<file path="config.mk">
export PLATFORM = sky130hd
export DESIGN_NAME = bus_arbiter_rr
export DESIGN_NICKNAME = d
export VERILOG_FILES = /design/src/rtl/bus_pkg.sv /design/src/rtl/rr_pick.sv /design/src/rtl/bus_arbiter_rr.sv
export SDC_FILE = /design/constraint.sdc
export NUM_CORES = 1
export LEC_CHECK = 0
export ABC_AREA = 1
export BUFFER_PORTS_ARGS = -buffer_cell sky130_fd_sc_hd__buf_4
export CAP_MARGIN = 0
export CORE_UTILIZATION = 48
export CTS_BUF_LIST = sky130_fd_sc_hd__clkbuf_4 sky130_fd_sc_hd__clkbuf_8
export CTS_CLUSTER_SIZE = 14
export DETAILED_ROUTE_END_ITERATION = 7
export GPL_ROUTABILITY_DRIVEN = 0
export HOLD_SLACK_MARGIN = 0.05
export PLACE_DENSITY = 0.73
export RECOVER_POWER = 25
export SLEW_MARGIN = 20
export SYNTH_ARGS = -nofsm -noshare
export SYNTH_HDL_FRONTEND = slang
export SYNTH_SLANG_ARGS = --single-unit
</file>
<file path="constraint.sdc">
create_clock -name clk -period 1.4 [get_ports clk]
set_clock_uncertainty 0.05 [all_clocks]
set_input_delay 0.14 -clock clk [delete_from_list [all_inputs] [get_ports clk]]
set_output_delay 0.14 -clock clk [all_outputs]
set_load 0.05 [all_outputs]
</file>
<file path="src/rtl/bus_pkg.sv">
// -----------------------------------------------------------------------------
// bus_pkg
// Shared definitions for the bus arbiter slice.
//   arb_state_e : arbiter FSM state codes, also driven out as the HEX display code
//   MAX_MASTERS : upper bound on the number of requesting masters
// -----------------------------------------------------------------------------
package bus_pkg;

    localparam int MAX_MASTERS = 8;

    typedef enum logic [2:0] {
        ARB_IDLE    = 3'd0,
        ARB_GRANT   = 3'd1,
        ARB_RELEASE = 3'd2,
        ARB_TIMEOUT = 3'd3
    } arb_state_e;

endpackage

</file>
<file path="src/rtl/rr_pick.sv">
// -----------------------------------------------------------------------------
// rr_pick
// Combinational priority picker. Searches the eligible vector starting at
// ptr_i and wrapping modulo N_MASTERS; the first set bit wins. Driving
// ptr_i = 0 gives plain fixed priority (lowest index wins).
// Ports:
//   eligible_i : candidate masters
//   ptr_i      : search start index (must be < N_MASTERS)
//   winner_o   : one-hot winner, zero when nothing is eligible
//   idx_o      : winner index, zero when nothing is eligible
//   found_o    : at least one master is eligible
// -----------------------------------------------------------------------------
module rr_pick
    import bus_pkg::*;
#(
    parameter int N_MASTERS = 2,
    parameter int IDW       = (N_MASTERS > 1) ? $clog2(N_MASTERS) : 1
) (
    input  logic [N_MASTERS-1:0] eligible_i,
    input  logic [IDW-1:0]       ptr_i,
    output logic [N_MASTERS-1:0] winner_o,
    output logic [IDW-1:0]       idx_o,
    output logic                 found_o
);

    // One extra bit so ptr + offset cannot overflow before the wrap.
    logic [IDW:0] cand;

    always_comb begin
        winner_o = '0;
        idx_o    = '0;
        found_o  = 1'b0;
        cand     = '0;
        for (int i = 0; i < N_MASTERS; i++) begin
            cand = {1'b0, ptr_i} + (IDW+1)'(i);
            if (cand >= (IDW+1)'(N_MASTERS)) begin
                cand = cand - (IDW+1)'(N_MASTERS);
            end
            if (!found_o && eligible_i[cand[IDW-1:0]]) begin
                found_o                   = 1'b1;
                idx_o                     = cand[IDW-1:0];
                winner_o[cand[IDW-1:0]]   = 1'b1;
            end
        end
    end

endmodule

</file>
<file path="src/rtl/bus_arbiter_rr.sv">
// -----------------------------------------------------------------------------
// bus_arbiter_rr
// N-master bus arbiter with fixed-priority / round-robin selection, a
// registered one-hot grant, hold-timeout revocation and optional split parking.
//
// Optional feature macro: ARB_SPLIT_EN
//   defined   : split parks the current owner, split_release unparks masters
//   undefined : split / split_release ignored, split_mask reads 0
//
// Ports:
//   clk            system clock, rising edge
//   reset          synchronous active-high reset
//   req            per-master level request
//   rr_mode        0 = fixed priority, 1 = round-robin (sampled in IDLE)
//   split          slave defers current owner (pulse)
//   split_release  per-master unpark pulse
//   grant          registered one-hot grant (or zero)
//   bus_busy       |grant
//   owner_id       current or most recent owner index
//   timeout_pulse  one-cycle pulse after a forced revocation
//   split_mask     parked masters
//   arbiter_state  encoded FSM state
//
// state   | meaning
// --------+-------------------------------------------------------------
// IDLE    | arbitrate among eligible masters, grant on the next edge
// GRANT   | owner holds the bus, hold counter running
// RELEASE | one zero-grant turnaround cycle after a normal/split release
// TIMEOUT | zero-grant cycle after forced revocation, timeout_pulse high
// -----------------------------------------------------------------------------
module bus_arbiter_rr
    import bus_pkg::*;
#(
    parameter int N_MASTERS = 2,
    parameter int MAX_HOLD  = 64,
    parameter int IDW       = (N_MASTERS > 1) ? $clog2(N_MASTERS) : 1
) (
    input  logic                 clk,
    input  logic                 reset,
    input  logic [N_MASTERS-1:0] req,
    input  logic                 rr_mode,
    input  logic                 split,
    input  logic [N_MASTERS-1:0] split_release,
    output logic [N_MASTERS-1:0] grant,
    output logic                 bus_busy,
    output logic [IDW-1:0]       owner_id,
    output logic                 timeout_pulse,
    output logic [N_MASTERS-1:0] split_mask,
    output logic [2:0]           arbiter_state
);

    if (N_MASTERS < 2 || N_MASTERS > MAX_MASTERS || MAX_HOLD < 2) begin : g_bad_param
        $error("bus_arbiter_rr: N_MASTERS must be 2..MAX_MASTERS and MAX_HOLD >= 2");
    end

    localparam int             HCW       = $clog2(MAX_HOLD);
    localparam logic [HCW-1:0] HOLD_LAST = HCW'(MAX_HOLD - 1);

    arb_state_e             state_q, state_d;
    logic [N_MASTERS-1:0]   grant_q, grant_d;
    logic [IDW-1:0]         owner_q, owner_d;
    logic [IDW-1:0]         ptr_q, ptr_d;
    logic [HCW-1:0]         hold_q, hold_d;
    logic [N_MASTERS-1:0]   to_mask_q, to_mask_d;
    logic [N_MASTERS-1:0]   split_q, split_d;

    logic [N_MASTERS-1:0]   to_set, split_set;
    logic                   split_hit;
    logic [N_MASTERS-1:0]   split_clr;

`ifdef ARB_SPLIT_EN
    assign split_hit = split;
    assign split_clr = split_release;
`else
    assign split_hit = 1'b0;
    assign split_clr = '0;
    logic unused_split_in;
    assign unused_split_in = ^{split, split_release};
`endif

    logic [N_MASTERS-1:0]   eligible;
    logic [IDW-1:0]         pick_ptr;
    logic [N_MASTERS-1:0]   pick_onehot;
    logic [IDW-1:0]         pick_idx;
    logic                   pick_found;

    assign eligible = req & ~split_q & ~to_mask_q;
    // Fixed priority is round-robin search anchored at index 0.
    assign pick_ptr = rr_mode ? ptr_q : '0;

    rr_pick #(
        .N_MASTERS (N_MASTERS),
        .IDW       (IDW)
    ) u_pick (
        .eligible_i (eligible),
        .ptr_i      (pick_ptr),
        .winner_o   (pick_onehot),
        .idx_o      (pick_idx),
        .found_o    (pick_found)
    );

    always_comb begin
        state_d   = state_q;
        grant_d   = grant_q;
        owner_d   = owner_q;
        ptr_d     = ptr_q;
        hold_d    = hold_q;
        to_set    = '0;
        split_set = '0;

        case (state_q)
            ARB_IDLE: begin
                grant_d = '0;
                if (pick_found) begin
                    grant_d = pick_onehot;
                    owner_d = pick_idx;
                    hold_d  = '0;
                    ptr_d   = (pick_idx == IDW'(N_MASTERS - 1)) ? '0 : pick_idx + IDW'(1);
                    state_d = ARB_GRANT;
                end
            end
            ARB_GRANT: begin
                if (hold_q != {HCW{1'b1}}) begin
                    hold_d = hold_q + HCW'(1);
                end
                if (!req[owner_q]) begin
                    grant_d = '0;
                    state_d = ARB_RELEASE;
                end else if (split_hit) begin
                    split_set[owner_q] = 1'b1;
                    grant_d            = '0;
                    state_d            = ARB_RELEASE;
                end else if (hold_q == HOLD_LAST) begin
                    to_set[owner_q] = 1'b1;
                    grant_d         = '0;
                    state_d         = ARB_TIMEOUT;
                end
            end
            ARB_RELEASE, ARB_TIMEOUT: begin
                grant_d = '0;
                state_d = ARB_IDLE;
            end
            default: begin
                grant_d = '0;
                state_d = ARB_IDLE;
            end
        endcase

        // A timed-out master must be seen with req low before it can compete again.
        to_mask_d = (to_mask_q & req) | to_set;
        // Set wins over a same-cycle release of the same bit.
        split_d   = (split_q & ~split_clr) | split_set;
    end

    always_ff @(posedge clk) begin
        if (reset) begin
            state_q   <= ARB_IDLE;
            grant_q   <= '0;
            owner_q   <= '0;
            ptr_q     <= '0;
            hold_q    <= '0;
            to_mask_q <= '0;
            split_q   <= '0;
        end else begin
            state_q   <= state_d;
            grant_q   <= grant_d;
            owner_q   <= owner_d;
            ptr_q     <= ptr_d;
            hold_q    <= hold_d;
            to_mask_q <= to_mask_d;
            split_q   <= split_d;
        end
    end

    assign grant         = grant_q;
    assign bus_busy      = |grant_q;
    assign owner_id      = owner_q;
    assign timeout_pulse = (state_q == ARB_TIMEOUT);
    assign split_mask    = split_q;
    assign arbiter_state = state_q;

endmodule

</file>
==> impl_metrics.env <==
export IMPL_run_status="complete, no violations"
export IMPL_avgSynthCellArea_sq_um=6.90
export IMPL_dieArea_sq_um=1640
export IMPL_timing_rr_end="hold_q[1]"
export IMPL_synth_area_sq_um=711
export IMPL_seq_area_sq_um=284
export IMPL_setup_viol=0
export IMPL_grt_pass1_wl_um=2220
export IMPL_synth_top_family_by_area="simple AND/OR/NAND/NOR gates"
export IMPL_cts_tree="done"
export IMPL_io_pins=18
export IMPL_final_util_pct=67.8
export IMPL_die_y_um=40.5
export IMPL_grt_pass1_vias=526
export IMPL_rows=13
export IMPL_drt_iter0_drc=15
export IMPL_slowest_stage="dfxtp_1"
export IMPL_drive_above_1_share_pct=26.0
export IMPL_synth_cell_types=20
export IMPL_max_freq_mhz=781
export IMPL_ys_warnings_count=0
export IMPL_critical_path_arrival_ns=1.41
export IMPL_synth_fa_ha_area_share_pct=1.76
export IMPL_crit_path_start_kind="flop"
export IMPL_synth_largest_area_cell="dfxtp_1"
export IMPL_drc=0
export IMPL_routed_wl_um=1450
export IMPL_grt_max_degree=12
export IMPL_syn2layout_area_growth_pct=27.3
export IMPL_worst_r2r_cell_count=6
export IMPL_clkLatencyLatePin_ns=0.28
export IMPL_grt_util_all_layers_pct=21.2
export IMPL_antenna_found_initial=0
export IMPL_synthXorXnorAreaFrac_pct=1.23
export IMPL_slew_viol_final=0
export IMPL_powerDensity_nw_per_um2=1110
export IMPL_r2r_start="hold_q[1]"
export IMPL_min_path_type="input pin to flop"
export IMPL_synthTopCellsByArea="dfxtp_1 (39%), nand2_1 (17%), a21oi_1 (8.5%)"
export IMPL_clock_sinks=14
export IMPL_dp_hpwl_um=1100
export IMPL_hold_depth=3
export IMPL_multi_input_area_sq_um=404
export IMPL_htree_levels=1
export IMPL_drv_cap=0
export IMPL_avgViaCountPerCell=5.03
export IMPL_netlist_instances=103
export IMPL_worstSetupPathType="flop to flop"
export IMPL_tns_ns=0
export IMPL_path_cells="ha_4, nand3_4, o21bai_4, nand2_4, o21ai_1, nor2_1"
export IMPL_hold_start="req[1]"
export IMPL_cp_top_family="flip-flops"
export IMPL_die_w_um=40.5
export IMPL_final_period_utilization_pct=91.4
export IMPL_rrSetupSlack_ns=0.12
export IMPL_crit_fanout=7
export IMPL_worstSetupEndpointType="flop"
export IMPL_ant_nets=0
export IMPL_synth_mux_area_share_pct=0
export IMPL_post_dp_cell_area_sq_um=841
export IMPL_drtPass1Iterations=4
export IMPL_rsz0062_at_grt="no"
export IMPL_clockBufferDepth=2
export IMPL_finalHoldViolCount=0
export IMPL_grt_overflow=0
export IMPL_yosysTopAreaCellShare_pct=39.4
export IMPL_portBuffers=11
export IMPL_clkTransAtPathRegs_ns=0.08
export IMPL_cp_required_ns=1.53
export IMPL_via_count=694
export IMPL_p_leak_nw=0.390
export IMPL_root_buffer="clkbuf_4"
export IMPL_path_buf_inv=0
export IMPL_min_period_ns=1.28
export IMPL_synth_seq_cells=14
export IMPL_fin_area_sq_um=905
export IMPL_fillers=126
export IMPL_initial_utilization_pct=53.3
export IMPL_design_core_area_sq_um=1330
export IMPL_cts_made_buffers=3
export IMPL_holdPathEnd="to_mask_q[1]"
export IMPL_ys_seq_area_share_pct=39.4
export IMPL_antenna_cells=0
export IMPL_synth_compound_area_share_pct=12.9
export IMPL_post_cts_repair_setup_buffers=0
export IMPL_fin_nets=133
export IMPL_wl_per_cell_um=10.5
export IMPL_synthSimpleGateAreaFrac_pct=35.7
export IMPL_ir_drop_uv=571
export IMPL_crit_path_max_incr_delay_ns=0.37
[power breakdown]
group	internal (mW)	switching [mW]	total, mW
combinational	0.0857	0.186	0.272
clock	0.158	0.134	0.292
sequential	0.423	0.0184	0.441
[Yosys cell counts]
| cell | number |
|---|---|
| o21ai_0 | 1 |
| nand2_1 | 32 |
| nand2_4 | 1 |
| inv_2 | 1 |
| nand3_2 | 1 |
| a21oi_1 | 12 |
| ha_1 | 1 |
| xor2_1 | 1 |
| a22oi_1 | 1 |
| buf_4 | 3 |
| nand4_1 | 3 |
| nor3_1 | 1 |
| nand3_1 | 9 |
| inv_1 | 8 |
| conb_1 | 1 |
| nor2_1 | 10 |
| clkbuf_1 | 1 |
| o21bai_4 | 1 |
| dfxtp_1 | 14 |
| or2_2 | 1 |
[how the worst max path moves through the flow]
stage,from,to,cells past startpoint
after floorplan,hold_q[0],hold_q[1],6
after global placement,hold_q[0],hold_q[1],6
after detailed placement,hold_q[0],hold_q[1],6
after CTS,hold_q[0],hold_q[1],6
after global routing,hold_q[1],hold_q[5],7
final,hold_q[1],hold_q[1],6
[metrics by stage]
step | total power, mW | instances | setup WS [ns] | hold slack, ns
after detailed placement | 0.717 | 133 | 0.0626 | 0.347
after floorplan | 0.643 | 105 | 0.0683 | 0.213
after global routing | 1.06 | 138 | 0.0242 | 0.0682
after global placement | 0.712 | 133 | 0.103 | 0.349
final | 1.01 | 138 | 0.120 | 0.0632
after CTS | 1.01 | 138 | 0.0494 | 0.0595
[cells by family (layout without fill, tap and decap cells)]
kind of cell	after synthesis	in the layout
buffers and inverters	13	31
other	1	3
DFF	14	14
xor gates and xnor gates	1	1
and+or+nand+nor	58	58
adders and majority gates	1	1
AOI/OAI and AO/OA	15	15
[tightest hold or removal path: cells and delay by family]
family,cells,cell delay (ns)
buf+inv,1,0.13
compound gates,1,0.03
simple gates,1,0.06
[area by class of cell]
type	instances	share of cell area, %
Sequential cell	14	31.4
Multi-Input combinational cell	78	44.7
Inverter	9	3.73
Tap cell	15	2.07
Timing Repair Buffer	18	14.1
Clock buffer	4	4.01
[sequential cells by signal, indices dropped and copies added (netlist names)]
register	cells
arbiter_state	2
grant	2
hold_q	6
owner_id	1
ptr_q	1
to_mask_q	2
[placed cells by master, fill, tap and decap left out]
cell type,synthesis,layout
inv_1,8,8
clkbuf_2,0,4
buf_4,3,13
clkbuf_8,0,1
dlygate4sd3_1,0,1
nand2_1,32,31
nand4_1,3,3
xor2_1,1,1
ha_4,0,1
o21ai_1,0,1
nor2_1,10,10
nand2_4,1,1
nand3_1,9,9
conb_1,1,3
dfxtp_2,0,3
a22oi_1,1,1
a21oi_2,0,1
nand2_2,0,1
nor3_1,1,1
o21bai_4,1,1
inv_2,1,1
a21oi_1,12,11
or2_2,1,1
nand3_4,0,1
dfxtp_1,14,11
clkbuf_4,0,3
[repair_timing]
item                       CTS  global route
gates resized for setup      0             7
setup endpoints to repair    0             4
hold buffers                 1             0
hold endpoints to repair     5             0
[routing by layer]
| layer | GRT usage, % | vias up | wire (um) |
|---|---|---|---|
| li1 | - | 365 | - |
| met1 | 27.3 | 313 | 654 |
| met2 | 31.7 | 12 | 721 |
| met3 | 5.00 | 4 | 40 |
| met4 | 12.5 | 0 | 29 |
| met5 | 0 | - | 0 |
No activity file was read; power rests on OpenSTA's default activity.
